File: src/rtl/div_pkg.sv
// Shared types and constants for the sequential restoring divider.
package div_pkg;

    typedef enum logic [1:0] {IDLE, BUSY, DONE} div_state_t;

    localparam int DIV_W_DEFAULT = 8;
    localparam int DIV_CNT_W     = $clog2(DIV_W_DEFAULT);

endpackage

File: src/rtl/div_step.sv
// One combinational radix-2 restoring step: shift {rem,quo} left, try subtracting the divisor.
module div_step
    import div_pkg::*;
#(
    parameter int W = 8
) (
    input  logic [W-1:0] rem,
    input  logic [W-1:0] quo,
    input  logic [W-1:0] divisor,
    output logic [W-1:0] rem_n,
    output logic [W-1:0] quo_n
);

    logic [W:0]   shifted;
    logic [W+1:0] trial;
    logic         unused_trial_bit;

    always_comb begin
        shifted = {rem, quo[W-1]};
        trial   = {1'b0, shifted} - {2'b00, divisor};
        // A non-negative trial is always below the divisor, so it fits in W bits.
        if (!trial[W+1]) begin
            rem_n = trial[W-1:0];
            quo_n = {quo[W-2:0], 1'b1};
        end else begin
            rem_n = shifted[W-1:0];
            quo_n = {quo[W-2:0], 1'b0};
        end
    end

    assign unused_trial_bit = trial[W];

endmodule

File: src/rtl/seq_div.sv
// Iterative W-cycle restoring divider with valid/ready on both sides, one operation in flight.
// Define SEQ_DIV_SIGNED_EN for two's-complement operands (truncating quotient, remainder follows dividend).
module seq_div
    import div_pkg::*;
#(
    parameter int W = 8
) (
    input  logic         clk,
    input  logic         reset,
    input  logic         in_valid,
    output logic         in_ready,
    input  logic [W-1:0] dividend,
    input  logic [W-1:0] divisor,
    output logic         out_valid,
    input  logic         out_ready,
    output logic [W-1:0] quotient,
    output logic [W-1:0] remainder,
    output logic         div_by_zero
);

    localparam int CNT_W = $clog2(W);

    div_state_t state_q, state_d;

    logic [CNT_W-1:0] cnt_q;
    logic [W-1:0]     rem_q, quo_q, dsr_q;
    logic [W-1:0]     rem_n, quo_n;
    logic [W-1:0]     dvd_mag, dsr_mag;
    logic [W-1:0]     q_fix, r_fix;
    logic [W-1:0]     quotient_q, remainder_q;
    logic             dbz_q;
    logic             accept, last_step, zero_dsr;

    assign accept    = in_valid && (state_q == IDLE);
    assign last_step = (state_q == BUSY) && (cnt_q == '0);
    assign zero_dsr  = (divisor == '0);

`ifdef SEQ_DIV_SIGNED_EN
    logic neg_q_q, neg_r_q;

    function automatic logic [W-1:0] negate_if(input logic [W-1:0] v, input logic neg);
        return neg ? (~v + 1'b1) : v;
    endfunction

    assign dvd_mag = negate_if(dividend, dividend[W-1]);
    assign dsr_mag = negate_if(divisor, divisor[W-1]);
    // The most negative dividend over -1 yields magnitude 2^(W-1), which already reads as -2^(W-1).
    assign q_fix   = negate_if(quo_n, neg_q_q);
    assign r_fix   = negate_if(rem_n, neg_r_q);

    always_ff @(posedge clk) begin
        if (accept) begin
            neg_q_q <= dividend[W-1] ^ divisor[W-1];
            neg_r_q <= dividend[W-1];
        end
    end
`else
    assign dvd_mag = dividend;
    assign dsr_mag = divisor;
    assign q_fix   = quo_n;
    assign r_fix   = rem_n;
`endif

    div_step #(.W(W)) u_step (
        .rem     (rem_q),
        .quo     (quo_q),
        .divisor (dsr_q),
        .rem_n   (rem_n),
        .quo_n   (quo_n)
    );

    always_ff @(posedge clk) begin
        if (reset) state_q <= IDLE;
        else       state_q <= state_d;
    end

    always_comb begin
        state_d = state_q;
        case (state_q)
            IDLE:    if (in_valid) state_d = zero_dsr ? DONE : BUSY;
            BUSY:    if (cnt_q == '0) state_d = DONE;
            DONE:    if (out_ready) state_d = IDLE;
            default: state_d = IDLE;
        endcase
    end

    always_comb begin
        in_ready  = (state_q == IDLE);
        out_valid = (state_q == DONE);
    end

    // Working registers carry no reset: they are always reloaded on accept.
    always_ff @(posedge clk) begin
        if (accept) begin
            rem_q <= '0;
            quo_q <= dvd_mag;
            dsr_q <= dsr_mag;
            cnt_q <= CNT_W'(W - 1);
        end else if (state_q == BUSY) begin
            rem_q <= rem_n;
            quo_q <= quo_n;
            cnt_q <= cnt_q - CNT_W'(1);
        end
    end

    always_ff @(posedge clk) begin
        if (reset) begin
            quotient_q  <= '0;
            remainder_q <= '0;
            dbz_q       <= 1'b0;
        end else if (accept && zero_dsr) begin
            quotient_q  <= '1;
            remainder_q <= dividend;
            dbz_q       <= 1'b1;
        end else if (last_step) begin
            quotient_q  <= q_fix;
            remainder_q <= r_fix;
            dbz_q       <= 1'b0;
        end
    end

    assign quotient    = quotient_q;
    assign remainder   = remainder_q;
    assign div_by_zero = dbz_q;

endmodule

File: config.mk
export PLATFORM = sky130hd
export DESIGN_NAME = seq_div
export DESIGN_NICKNAME = d
export VERILOG_FILES = /design/src/rtl/div_pkg.sv /design/src/rtl/div_step.sv /design/src/rtl/seq_div.sv
export SDC_FILE = /design/constraint.sdc
export NUM_CORES = 1
export LEC_CHECK = 0
export CAP_MARGIN = 20
export CORE_ASPECT_RATIO = 1.1
export CORE_MARGIN = 5
export CORE_UTILIZATION = 32
export DETAILED_ROUTE_END_ITERATION = 12
export SLEW_MARGIN = 20
export SYNTH_ARGS = -nofsm -noshare
export SYNTH_HDL_FRONTEND = slang
export SYNTH_SLANG_ARGS = --single-unit
File: constraint.sdc
create_clock -name clk -period 4.54 [get_ports clk]
set_input_delay 0.681 -clock clk [delete_from_list [all_inputs] [get_ports clk]]
set_output_delay 0.681 -clock clk [all_outputs]
set_load 0.05 [all_outputs]
==> flow_metrics.py <==
metrics = {
    "status": {
        "status": "complete, no violations",
    },
    "global_routing": {
        "grt_pass1_wl_mm": 8.29,
        "grt_max_degree": 22,
        "grt_antenna_before_repair": 0,
        "grt_pass1_vias": 1687,
        "grt.total_usage_pct": 11.4,
        "grt_remaining_overflow": 0,
    },
    "clock_network": {
        "h-tree-depth": 2,
        "clk_pin_slew_ns": 0.09,
        "clock_path_buffers": 2,
        "clock_latency_ns": 0.30,
        "cts-root-buf": "clkbuf_8",
        "cts_tree": "done",
        "hold_buffers": 0,
        "cts_setup_buffers": 0,
        "cts.sinks": 46,
        "cts_made_buffers": 5,
        "cts.repair.resized": 0,
    },
    "timing": {
        "clock.fmax_ghz": 0.329,
        "clock_skew_ns": 0.00945,
        "relSlewSlack_pct": 35.8,
        "finalHoldViolations": 0,
        "setup_viol": 0,
        "fin_crit_sh_pct": 66.8,
        "worstMarginPinSlew_ns": 0.955,
        "final_max_slew_viol_count": 0,
        "fin_crit_ns": 3.03,
        "grt_setup_unrepaired": "no",
        "setup-tns-final_ns": 0,
    },
    "cells_and_area": {
        "area_delta_synth_final_pct": 21.7,
        "final_cell_mix": "clkdlybuf4s50_1 (38), dfxtp_1 (30), nand2_1 (27)",
        "layout-drive-gt1-share_pct": 9.89,
        "fin_util_pct": 39.6,
        "fill_cells": 720,
        "nets": 293,
        "design_area_mm2": 0.00276,
        "regArea_mm2": 0.00108,
        "multi_input_area_mm2": 0.00105,
        "diodes": 0,
        "layout_commonest_cell": "clkdlybuf4s50_1",
    },
    "placed_design": {
        "dpl.hpwl_mm": 3.81,
        "place_area_mm2": 0.00267,
        "numPortBuffers": 38,
        "place_congestion": 0.775,
    },
    "yosys": {
        "syn_inst": 229,
        "synth_area_per_cell_um2": 9.91,
        "synth.distinct_cells": 51,
        "syn_nets": 260,
        "ys_warn_count": 0,
        "synth_seq_cells": 46,
        "syn_area_mm2": 0.00227,
        "yosysSeqAreaShare_pct": 47.7,
    },
    "floorplan": {
        "initial_core_util_pct": 32.6,
        "coreArea_mm2": 0.00697,
        "die_area_mm2": 0.00887,
        "die-height_um": 98.3,
        "pin_count": 39,
        "num_rows": 32,
        "die_w_um": 90.3,
    },
    "route": {
        "route.detailed.drc": 0,
        "drt-wirelength-per-cell_um": 14.7,
        "vias": 1776,
        "avgViaCountPerCell": 5.10,
        "drt_wl_total_mm": 5.10,
        "first_iter_violations": 86,
        "final_antenna_net_count": 0,
        "drtPass1Iterations": 4,
    },
    "power_and_ir_drop": {
        "leakage_nw": 1.13,
        "p_switching_w": 0.000447,
        "p_clk_share_pct": 20.6,
        "seqPwrFrac_pct": 43.0,
        "combPwrFrac_pct": 36.5,
        "power_density_mw_per_mm2": 448,
        "internal_power_w": 0.000790,
        "ir_worst_vdd_v": 0.000170,
        "switching_share_pct": 36.2,
    },
    "setup_path": {
        "worstSetupEndpointType": "flop",
        "crit_required_ns": 4.77,
        "crit_path_start_kind": "input pin",
        "path_class": "in2reg",
        "crit_arrival_ns": 3.27,
        "slowest_delay_ns": 0.69,
        "path_cells": "clkdlybuf4s50_1 -> nand2_1 -> inv_1 -> nand3_2 -> nand2_2 -> o221ai_1 -> a21oi_1",
        "path_max_fanout": 21,
        "crit_path_top_delay_cell": "inv_1",
    },
    "job": {
        "drv_cap": 0,
    },
    "worst_hold_path": {
        "min_path_type": "reg2reg",
    },
}
-- layout make-up --
type	instances	share of cell area (%)
Sequential cell	46	39.2
Multi-Input combinational cell	156	37.9
Timing Repair Buffer	38	13.8
Clock buffer	5	2.49
Clock inverter	3	0.771
Inverter	15	2.04
Tap cell	85	3.85
-- cell families after synthesis --
group	Yosys count	synth area share [%]
and+or+nand+nor	79	17.8
AOI/OAI and AO/OA	56	17.4
DFF	46	47.7
buffers and inverters	27	6.23
adders and majority gates	11	6.40
muxes	8	3.75
xor gates and xnor gates	2	0.772
-- metrics by stage --
stage	std cells	hold WS [ns]	setup slack, ns	power [W]
3_5_place_dp	340	0.445	1.14	0.000994
5_1_grt	348	0.518	1.27	0.00133
3_3_place_gp	340	0.444	1.25	0.000991
4_1_cts	348	0.459	1.45	0.00125
6_report	348	0.456	1.51	0.00124
2_1_floorplan	229	0.429	2.42	0.000919
-- registers in the layout (all words and copies together) (netlist names) --
name and cells:
dsr_q 8, cnt_q 3, state_q 2, quo_q 8, div_by_zero 1, remainder 8, quotient 8, rem_q 8
-- worst max-delay path, delay by kind of cell --
kind | cells | cell delay, ns
AO/OA/AOI/OAI | 2 | 0.33
buffers and inverters | 2 | 1.14
AND/OR/NAND/NOR | 3 | 1.10
-- metal layers --
layer	GRT usage, %	share of wire (%)
met5	0	0
met4	4.24	1.5
met3	1.85	2.7
met2	19.5	49
met1	14.4	46
-- Yosys cell counts (all sizes together) --
master	n	area, um^2
o221ai	5	43.8
o311ai	1	8.76
nand3b	3	22.5
a211oi	1	7.51
or3	1	7.51
nor2b	4	25.0
nand2	28	108
inv	15	56.3
mux2i	7	70.1
and2	1	6.26
a221oi	1	8.76
dfxtp	30	601
or3b	1	8.76
o21ai	11	55.1
o21ba	1	10.0
buf	4	45.0
o21a	1	7.51
a21boi	1	7.51
nor2	11	41.3
o221a	7	78.8
nand2b	4	25.0
edfxtp	16	480
nor3	6	30.0
mux2	1	15.0
nand3	10	55.1
or2	1	6.26
clkbuf	8	40.0
xor2	2	17.5
a31oi	3	18.8
a32oi	1	8.76
a32o	1	10.0
and3b	1	8.76
a2111oi	1	8.76
a21oi	16	83.8
nor4	2	18.8
o22ai	1	6.26
a21o	3	23.8
and3	6	40.0
fa	1	20.0
o211ai	1	7.51
ha	10	125
-- power by group through the flow --
stage	Clock [W]	Sequential, W	Combinational, W
after floorplan	0	0.000530	0.000388
after global placement	0	0.000541	0.000450
after detailed placement	0	0.000541	0.000454
after CTS	0.000262	0.000532	0.000456
after global routing	0.000277	0.000539	0.000513
final	0.000255	0.000531	0.000451
-- path summary, 6_finish.rpt --
| path | start | end | slack, ns | depth (start not counted) |
|---|---|---|---|---|
| setup / recovery | in_valid | remainder[2] | 1.51 | 7 |
| hold / removal | cnt_q[0] | cnt_q[0] | 0.46 | 1 |
| setup reg to reg | state_q[1] | remainder[2] | 1.78 | 7 |
| hold reg to reg | cnt_q[0] | cnt_q[0] | 0.46 | 1 |
(Power assumes the default switching activity.)
